[src/rtl/conv2_bias_add.sv]
// conv2_bias_add
//   Per-channel bias adder for the conv2 output stream.
//   After reset or clr the block sits in LOAD and captures CH_NUM bias words,
//   channel 0 first, one per b_en strobe. It then moves to RUN and accepts
//   signed partial sums with a valid/ready handshake. Each partial sum gets the
//   bias of its channel added, is saturated to DATA_WIDTH bits and, when
//   RELU_EN is set, is clamped at zero. The result is registered and appears
//   one cycle after acceptance.
//
// Ports
//   clk, rst        clock (rising edge), asynchronous active-high reset
//   clr             synchronous clear: drop the bias table and return to LOAD
//   b_en, b_in      bias word strobe and signed bias word (LOAD only)
//   d_valid/d_ready partial-sum handshake; d_in is the sum, d_ch its channel
//   q_valid/q_ready result handshake; q_data is the result, q_ch its channel
//   bias_loaded     high while in RUN
//   ch_err          sticky: a partial sum with d_ch >= CH_NUM was accepted
module conv2_bias_add #(
  parameter int BIAS_WIDTH = 8,
  parameter int DATA_WIDTH = 16,
  parameter int CH_NUM     = 18,
  parameter int RELU_EN    = 1
) (
  input  logic                         clk,
  input  logic                         rst,
  input  logic                         clr,
  input  logic                         b_en,
  input  logic signed [BIAS_WIDTH-1:0] b_in,
  input  logic                         d_valid,
  output logic                         d_ready,
  input  logic signed [DATA_WIDTH-1:0] d_in,
  input  logic [4:0]                   d_ch,
  output logic                         q_valid,
  input  logic                         q_ready,
  output logic signed [DATA_WIDTH-1:0] q_data,
  output logic [4:0]                   q_ch,
  output logic                         bias_loaded,
  output logic                         ch_err
);

  typedef enum logic {
    ST_LOAD = 1'b0,
    ST_RUN  = 1'b1
  } state_t;

  localparam logic [4:0] CH_LIM  = 5'(CH_NUM);
  localparam logic [4:0] CH_LAST = 5'(CH_NUM - 1);

  localparam logic signed [DATA_WIDTH-1:0] SAT_MAX = {1'b0, {(DATA_WIDTH-1){1'b1}}};
  localparam logic signed [DATA_WIDTH-1:0] SAT_MIN = {1'b1, {(DATA_WIDTH-1){1'b0}}};

  state_t                       state;
  logic [4:0]                   wr_idx;
  logic signed [BIAS_WIDTH-1:0] bias_tab [CH_NUM];

  logic                         load_wr;
  logic                         xfer;
  logic                         ch_ok;
  logic signed [BIAS_WIDTH-1:0] bias_sel;
  logic signed [DATA_WIDTH:0]   d_ext;
  logic signed [DATA_WIDTH:0]   b_ext;
  logic signed [DATA_WIDTH:0]   sum;
  logic signed [DATA_WIDTH-1:0] sat;
  logic signed [DATA_WIDTH-1:0] res;

  // Output stage may take a new word when empty or when it drains this cycle.
  assign d_ready = (state == ST_RUN) && (!q_valid || q_ready);
  assign xfer    = d_valid && d_ready;
  assign load_wr = (state == ST_LOAD) && b_en && !clr;

  // Bias table: plain storage, no reset; only read in RUN after a full load.
  always_ff @(posedge clk) begin
    if (load_wr) begin
      bias_tab[wr_idx] <= b_in;
    end
  end

  // Bias select, add at DATA_WIDTH+1 bits, saturate, optional ReLU.
  always_comb begin
    ch_ok    = (d_ch < CH_LIM);
    bias_sel = '0;
    if (ch_ok) begin
      bias_sel = bias_tab[d_ch];
    end
    d_ext = {d_in[DATA_WIDTH-1], d_in};
    b_ext = {{(DATA_WIDTH+1-BIAS_WIDTH){bias_sel[BIAS_WIDTH-1]}}, bias_sel};
    sum   = d_ext + b_ext;
    // Overflow shows up as disagreement between the two top bits.
    if (sum[DATA_WIDTH] != sum[DATA_WIDTH-1]) begin
      sat = sum[DATA_WIDTH] ? SAT_MIN : SAT_MAX;
    end else begin
      sat = sum[DATA_WIDTH-1:0];
    end
    res = sat;
    if ((RELU_EN != 0) && sat[DATA_WIDTH-1]) begin
      res = '0;
    end
  end

  // Control FSM and registered output stage.
  always_ff @(posedge clk or posedge rst) begin
    if (rst) begin
      state       <= ST_LOAD;
      wr_idx      <= '0;
      bias_loaded <= 1'b0;
      q_valid     <= 1'b0;
      q_data      <= '0;
      q_ch        <= '0;
      ch_err      <= 1'b0;
    end else if (clr) begin
      state       <= ST_LOAD;
      wr_idx      <= '0;
      bias_loaded <= 1'b0;
      q_valid     <= 1'b0;
      ch_err      <= 1'b0;
    end else begin
      case (state)
        ST_LOAD: begin
          if (b_en) begin
            wr_idx <= wr_idx + 5'd1;
            if (wr_idx == CH_LAST) begin
              state       <= ST_RUN;
              bias_loaded <= 1'b1;
            end
          end
        end
        ST_RUN: begin
        end
        default: begin
          state       <= ST_LOAD;
          bias_loaded <= 1'b0;
        end
      endcase

      if (xfer) begin
        q_valid <= 1'b1;
        q_data  <= res;
        q_ch    <= d_ch;
        if (!ch_ok) begin
          ch_err <= 1'b1;
        end
      end else if (q_ready) begin
        q_valid <= 1'b0;
      end
    end
  end

endmodule

[config.mk]
export PLATFORM = sky130hd
export DESIGN_NAME = conv2_bias_add
export DESIGN_NICKNAME = d
export VERILOG_FILES = /design/src/rtl/conv2_bias_add.sv
export SDC_FILE = /design/constraint.sdc
export NUM_CORES = 1
export LEC_CHECK = 0
export CORE_ASPECT_RATIO = 0.8
export CORE_MARGIN = 3
export CORE_UTILIZATION = 58
export DETAILED_ROUTE_END_ITERATION = 8
export PLACE_DENSITY = 0.79
export SYNTH_ARGS = -nofsm -noshare
export SYNTH_HDL_FRONTEND = slang
export SYNTH_SLANG_ARGS = --single-unit
[constraint.sdc]
create_clock -name clk -period 4 [get_ports clk]
set_input_delay 0.4 -clock clk [delete_from_list [all_inputs] [get_ports clk]]
set_output_delay 0.4 -clock clk [all_outputs]
set_load 0.03 [all_outputs]
# Word level (Yosys, flattened, before mapping)
# Memory sizes are Yosys's and may differ from the RTL's.
# Cells that the tools add are included.
# Widths: inputs -> output; s select.
# totals
out_inout_bits	25
ff_bits	30
memories	1
word_cells	55
inputBits	35
ram_bits	144
# mem_list
name	words	width	read_ports	rd_clocked_by_memory_dff	wr	line	text
bias_tab	18	8	1	0	1	54	logic signed [BIAS_WIDTH-1:0] bias_tab [CH_NUM];
# op_classes
order_cmp	1
add_sub_neg	2
n_bitwise	2
n_reduce_logical	15
n_mux	23
eq_ne	4
# ops
cell	count
$mux 16	2
$add 16x8->17	1
$mux 1	16
$mux 15	1
$mux 5	3
$mux 8	1
$reduce_and 2->1	3
$reduce_bool 2->1	3
$add 5x1->5 const B	1
$eq 5x5->1 const B	1
$lt 5x5->1 const B	1
$logic_and 1x1->1	4
$ne 2x2->1 const B	2
$reduce_and 3->1	1
$reduce_bool 3->1	1
$logic_not 1->1	2
$not 1->1	2
$logic_or 1x1->1	1
$ne 1x1->1	1

# Logic depth before layout (Yosys ltp)
# Gate-level depths: netlist (run 1).
# depth
word_depth	6
mapped_depth	18
mapped_depth_nobuf	14

# Least setup slack after synthesis (run 1)
# OpenSTA, ideal clock, no wires.
# synth_timing
path_kind	input to register
startpoint	input port d_ch[0]
endpoint	register q_data[0]
slack_ps	216
path_buffers	3
required_ps	3878
path_stages	15
setup_ps	122
t_arrival_ps	3663
cell_sequence	buf_6 -> buf_2 -> mux4_2 -> mux2_2 -> a21oi_1 -> a21oi_1 -> ha_1 -> fa_1 -> nand3_1 -> and2_1 -> o221a_2 -> o21ai_1 -> o41ai_2 -> buf_4 -> o21ai_1
# synth_between
elab_chain_len	6
word_cells_on_any_way	8
cone_classes	1 x add/sub; 1 x order compare; 1 x eq/ne; 4 x mux; 1 x memory
# synth_lines
item	line	text
from (decl)	32	input logic [4:0] d_ch,
$mem_v2 18x8 or $lt 5x5->1 (tied branches)	-	
$mux 8 *	82	if (ch_ok) begin
$add 16x8->17 *	87	sum = d_ext + b_ext;
$mux 16 or $ne 1x1->1 (tied branches)	90, 89	
$mux 16 *	89	if (sum[DATA_WIDTH] != sum[DATA_WIDTH-1]) begin
$mux 15 *	95	if ((RELU_EN != 0) && sat[DATA_WIDTH-1]) begin
to (signal assigned)	137	q_data <= res;
to (decl)	35	output logic signed [DATA_WIDTH-1:0] q_data,
# Mark *: on every way between the ends. The rest lies on a longest branch, timed or not.
# A chain may end at the register's enable or synchronous reset.

# Worst setup path in the final report (run 1)
# layout_timing
startpoint	input port d_ch[1]
endpoint	register q_data[9]
# The elaborated chain is that of the path after synthesis.

==> results of run 1 <==
==> cell usage in the layout (no fill, tap or decap), types with 11 or more instances in the layout <==
| cell | n |
|---|---|
| edfxtp_1 | 144 |
| clkdlybuf4s50_1 | 57 |
| buf_4 | 41 |
| nand2_1 | 38 |
| a21oi_1 | 34 |
| nor2_1 | 34 |
| mux4_2 | 30 |
| dfrtp_1 | 29 |
| ha_1 | 20 |
| o21ai_1 | 18 |
| mux2_2 | 18 |
| clkbuf_16 | 17 |
| inv_1 | 12 |
| mux2i_1 | 11 |
==> synth_stat cells, drive strengths merged, types with 2 or more instances <==
cell	n	area, µm²
edfxtp	144	4320
nand2	38	143
a21oi	34	170
nor2	34	128
mux4	30	676
dfrtp	29	726
o21ai	27	135
ha	20	250
buf	18	129
mux2	18	203
clkbuf	13	48.8
inv	12	45.0
mux2i	11	110
nand3	10	50.1
o22ai	8	50.1
or3	7	43.8
nand4	6	37.5
xnor2	6	52.6
a211o	5	43.8
a21o	5	37.5
xor2	5	43.8
a22oi	4	30.0
and2	3	18.8
nor2b	3	18.8
nor3	3	15.0
a211oi	2	15.0
nand3b	2	15.0
==> routing by layer <==
metal / vias up / routed length (µm)
met4: 0 / 484
met2: 211 / 8870
met1: 2388 / 7170
met5: - / 0
li1: 2169 / -
met3: 38 / 1160
==> report_power, final <==
part           switching, µW  total (µW)  leakage [µW]  internal (µW)
clock network            689        1550      0.000254            857
registers               5.13        1970       0.00170           1970
logic                    240         444       0.00136            204
==> worst min-delay path: stages (launching register included) <==
cell	delay (ns)
dfrtp_1	0.34
nand2_1	0.05
o21ai_1	0.07
==> worst max path at each step <==
stage / startpoint / to / slack (ns) / cells after the start
global placement: d_ch[1] / q_data[13] / -0.02 / 15
CTS: d_ch[1] / q_data[11] / 0.33 / 14
floorplan: d_ch[0] / q_data[0] / 0.22 / 15
finish: d_ch[1] / q_data[9] / 0.28 / 15
global route: d_ch[1] / q_data[9] / 0.11 / 14
detailed placement: d_ch[1] / q_data[11] / -0.08 / 14
==> final cells by class <==
class,instances,share of cell area
inverter,12,0.00488
clock buffer,19,0.0469
tap,175,0.0237
sequential,173,0.547
multi-input combinational,300,0.267
clock inverter,12,0.0122
timing repair buffer,100,0.0979
==> per-stage QoR <==
step / total power (µW) / hold WS, ns / util
after floorplan: 2280 / 0.478 / -
after global placement: 2430 / 0.471 / 0.670
after detailed placement: 2450 / 0.480 / 0.670
after CTS: 3980 / 0.494 / 0.712
after global routing: 4090 / 0.533 / 0.712
final: 3960 / 0.492 / 0.712
==> cells by family (layout without fill, tap and decap cells) <==
group / Yosys count / after routing / synth area share
other: 1 / 1 / 0.000485
AO/OA/AOI/OAI: 98 / 98 / 0.0789
XOR/XNOR: 11 / 11 / 0.0124
multiplexers: 59 / 59 / 0.128
flip-flops: 173 / 173 / 0.652
AND/OR/NAND/NOR: 110 / 110 / 0.0643
adder cells (fa/ha/maj): 21 / 21 / 0.0349
buffers and inverters: 43 / 143 / 0.0288
==> state kept, by name (all words and copies together), names as in the netlist <==
register	flops
q_ch	5
q_data	15
ch_err	1
q_valid	1
bias_tab	144
state	1
bias_loaded	1
wr_idx	5
==> out/metrics.csv, run 1 <==
metric,value,unit
clk_pin_slew_worst_paths,0.06,ns
holdPathStages,2,
met3_usage,0.0640,
dp_worst_setup_slack,-0.0758,ns
fp.dieW,135,µm
grt_max_degree,30,
fin_cells,791,
num_antenna_cells,0,
ys.warnings.count,0,
min_from,q_data[8],
ios,60,
leakagePower,0.00332,µW
slew_headroom,0.239,
synth.distinct_cells,50,
first_pass_iters,6,
max-vdd-ir-drop,439,µV
busiest_layer,met2,
nets,660,
num_rows,37,
io_buffer_count,58,
path_class,in2reg,
synth_area_per_cell,15.0,µm²
coreArea,13000,µm²
fill_cells,845,
insertion_delay,0.43,ns
dp_hpwl,11900,µm
die_h,109,µm
setup_ws,0.279,ns
antenna_found_initial,0,
grt_pass1_wl,27600,µm
hold_viol_final,0,
min_period,3.72,ns
syn_inst,516,
cts-root-buf,clkbuf_16,
htreeDepth,4,
die_area,14800,µm²
rr_worst_depth,12,
ctsHoldBuffers,0,
cts_sinks,173,
hp-class,reg2reg,
r2r-end,q_data[9],
crit_family,buffers and inverters,
initial_utilization,0.597,
worst_slew_pin_slew,1.14,ns
slew_viol_final,0,
status,"finished, final reports clean",
numCtsBuffers,17,
ys_seq_area_frac,0.652,
worstSetupEndpointType,flop,
use_met2,0.417,
postSynth.asyncResetShare,0.168,
gp_congestion,0.870,
final_layout_size_suffix_gt1_frac,0.198,
crit-reg2reg-launch,bias_tab[11][2],
synth.net_count,572,
synthFlopType,edfxtp_1,
drt_iter0_markers,462,
drtAntennaViolNets,0,
rsz0062_at_grt,false,
ctsResizeCount,0,
maxCapViolCount,0,
clock_skew,0.00609,ns
setup_viol,0,
vias,4806,
regArea,5050,µm²
clock_path_buffers,2,
cts_tree,built,
grt_pass1_vias,4952,
grt_util_met1,0.338,
worstPathArrival,4.03,ns
crit_fanout,20,
multi_input_area,2470,µm²
cp_slowest_cell,clkdlybuf4s50_1,
drcViolationCount,0,
start_kind,input pin,
crit_buf_inv,5,
slowest_delay,0.51,ns
holdPathEnd,q_data[8],
powerDensity,429,nW/µm²
via_per_inst,6.08,
period_share,0.930,
setup_tns,0,ns
final_area,9230,µm²
grt-ovfl-total,0,
netlist_area,7740,µm²
reg2reg_setup_slack,0.54,ns
synth-edff-count,144,
grt.total_usage,0.255,
post_cts.repair.setup_buffers,0,
dp_cells,760,
fmax,269,MHz
wl_per_cell,22.4,µm
drt-total-wl,17700,µm
ys_ff_latch,173,
synthToLayoutAreaGrowth,19.3,%
path_cells,"clkdlybuf4s50_1, buf_12, buf_4, mux4_2, mux4_2, inv_1, o21ai_0, ha_1, a21oi_1, a2111o_1, a21oi_1, or3_1, buf_4, a22oi_1, o21ai_1",
crit_required,4.31,ns
place_area,8680,µm²
No activity file was read; power rests on OpenSTA's default activity.
==> run 2, diff against run 1 <==
--- a/config.mk
+++ b/config.mk
@@ -8,6 +8,7 @@
 export CORE_ASPECT_RATIO = 0.8
 export CORE_MARGIN = 3
 export CORE_UTILIZATION = 58
+export CTS_CLUSTER_SIZE = 28
 export DETAILED_ROUTE_END_ITERATION = 8
 export PLACE_DENSITY = 0.79
 export SYNTH_ARGS = -nofsm -noshare
==> results of run 2 <==
Final layout, timing and power as in run 1 (identical DEF).
==> run 3, diff against run 2 <==
--- a/config.mk
+++ b/config.mk
@@ -7,10 +7,11 @@
 export LEC_CHECK = 0
 export CORE_ASPECT_RATIO = 0.8
 export CORE_MARGIN = 3
-export CORE_UTILIZATION = 58
+export CORE_UTILIZATION = 60
+export CTS_BUF_LIST = sky130_fd_sc_hd__clkbuf_8
 export CTS_CLUSTER_SIZE = 28
 export DETAILED_ROUTE_END_ITERATION = 8
-export PLACE_DENSITY = 0.79
+export PLACE_DENSITY = 0.82
 export SYNTH_ARGS = -nofsm -noshare
 export SYNTH_HDL_FRONTEND = slang
 export SYNTH_SLANG_ARGS = --single-unit
==> run 3 against run 2 <==
- die area is 3.2% lower
- via count is 0.35% lower
- cell count is 0.51% lower
- combinational power is 2% higher
- routed wire length is 7.2% lower
- sequential cell count stayed put
- critical path depth is 1 higher
- worst setup slack worse by 0.042 ns
- fmax is 1.1% lower
- worst hold slack worse by 0.00054 ns
- critical endpoint is now q_data[11]
- clock power is 29% lower
==> out/metrics.csv, run 3 (same netlist as run 1, synthesis figures left out) <==
metric,value,unit
grt_pass1_wl,25400,µm
cp_slowest_cell,clkdlybuf4s50_1,
status,"finished, final reports clean",
period_share,0.941,
coreArea,12400,µm²
drcViolationCount,0,
grt-ovfl-total,0,
layout_commonest_cell,edfxtp_1,
cts-root-buf,clkbuf_8,
drtAntennaViolNets,0,
final_area,9050,µm²
pwr-share-comb,0.129,
nets,659,
rr_worst_depth,13,
rsz0062_at_grt,false,
insertion_delay,0.44,ns
powerDensity,389,nW/µm²
largest_reg_flops,144,
worstSetupEndpointType,flop,
crit-reg2reg-launch,bias_tab[7][7],
fill_cells,785,
clock_skew,0.0102,ns
pwr-share-clk,0.313,
slew_headroom,0.291,
vias,4789,
drt-total-wl,16400,µm
holdPathEnd,q_data[6],
ios,60,
top_register,bias_tab,
clock_path_buffers,2,
path_cells,"clkdlybuf4s50_1, buf_12, or3_1, o22ai_1, a211o_1, a21oi_1, a21oi_1, buf_4, ha_1, a21o_1, a31oi_1, o211ai_1, or3_1, buf_12, a22oi_1, o21ai_1",
crit_required,4.32,ns
num_antenna_cells,0,
antenna_found_initial,0,
numCtsBuffers,17,
setup_ws,0.237,ns
via_per_inst,6.09,
synthToLayoutAreaGrowth,17.0,%
drt_iter0_markers,471,
crit_fanout,19,
final_core_util,0.731,
grt_pass1_vias,4673,
io_buffer_count,58,
ctsHoldBuffers,0,
gp_congestion,0.996,
hold_viol_final,0,
power.switching,863,µW
num_rows,36,
path_class,in2reg,
slowest_delay,0.44,ns
swShare,0.245,
pwr-share-seq,0.559,
post_cts.repair.setup_buffers,0,
cts_sinks,173,
fp.dieW,133,µm
die_area,14300,µm²
min_period,3.76,ns
reg2reg_setup_slack,0.45,ns
worst_slew_pin_slew,1.06,ns
crit_buf_inv,4,
max-vdd-ir-drop,263,µV
slew_viol_final,0,
dp_worst_setup_slack,-0.127,ns
start_kind,input pin,
wl_per_cell,20.8,µm
worstPathArrival,4.09,ns
htreeDepth,4,
final_layout_size_suffix_gt1_frac,0.196,
first_pass_iters,5,
cts_tree,built,
min_from,q_data[6],
maxCapViolCount,0,
timing.hold.ws,0.492,ns
grt_max_degree,30,
grt.total_usage,0.238,
initial_utilization,0.625,
clk_pin_slew_worst_paths,0.09,ns
intPower,2660,µW
final_cell_mix,"144 x edfxtp_1, 57 x clkdlybuf4s50_1, 38 x nand2_1, 38 x buf_4",
hp-class,reg2reg,
reg_top3,"bias_tab: 144 flops, q_data: 15 flops",
place_area,8700,µm²
leakagePower,0.00324,µW
ctsResizeCount,0,
die_h,108,µm
fmax,266,MHz
r2r-end,q_data[11],
crit_family,compound AO/OA/AOI/OAI gates,
setup_viol,0,
holdPathStages,2,
dp_hpwl,11700,µm
run 3: through the flow:
| stage | power, µW | setup TNS (ns) | std cells |
|---|---|---|---|
| floorplan | 2280 | 0 | 516 |
| finish | 3520 | 0 | 787 |
| global route | 3630 | 0 | 787 |
| global placement | 2440 | -0.0824 | 755 |
| CTS | 3520 | 0 | 787 |
| detailed placement | 2450 | -0.458 | 755 |
run 3: worst reg2reg max path, stage by stage (launching register included):
cell and delay [ns]:
edfxtp_1 0.38, mux4_2 0.47, a211o_1 0.33, a21oi_1 0.16, a21oi_1 0.07, buf_4 0.19
ha_1 0.34, a21o_1 0.19, a31oi_1 0.16, o211ai_1 0.16, or3_1 0.43, buf_12 0.17
a22oi_1 0.30, o21ai_1 0.10
run 3: metal layers:
layer	routed length, µm	track usage
met5	0	0
met4	305	0.0712
met3	1590	0.0519
met2	7580	0.360
met1	6920	0.352
run 3: worst max-delay path by stage:
stage / endpoint / cells after the start / slack, ns / startpoint
floorplan: q_data[0] / 15 / 0.22 / d_ch[0]
global placement: q_data[12] / 16 / -0.04 / d_ch[1]
detailed placement: q_data[12] / 16 / -0.13 / d_ch[1]
CTS: q_data[12] / 16 / 0.33 / d_ch[1]
global route: q_data[12] / 16 / 0.006 / d_ch[1]
finish: q_data[11] / 16 / 0.24 / d_ch[1]
run 3: final cells by class:
cell class | count | area [µm²] | area share
Clock buffer | 17 | 234 | 0.0258
Inverter | 12 | 45.0 | 0.00497
Sequential cell | 173 | 5050 | 0.558
Clock inverter | 15 | 124 | 0.0137
Timing Repair Buffer | 99 | 921 | 0.102
Tap cell | 171 | 214 | 0.0236
Multi-Input combinational cell | 300 | 2470 | 0.272
run 3: power by group through the flow:
stage	logic, µW	clock network [µW]	registers [µW]
finish	453	1100	1970
global route	489	1170	1970
CTS	446	1110	1970
floorplan	273	0	2010
detailed placement	444	0	2010
global placement	435	0	2010
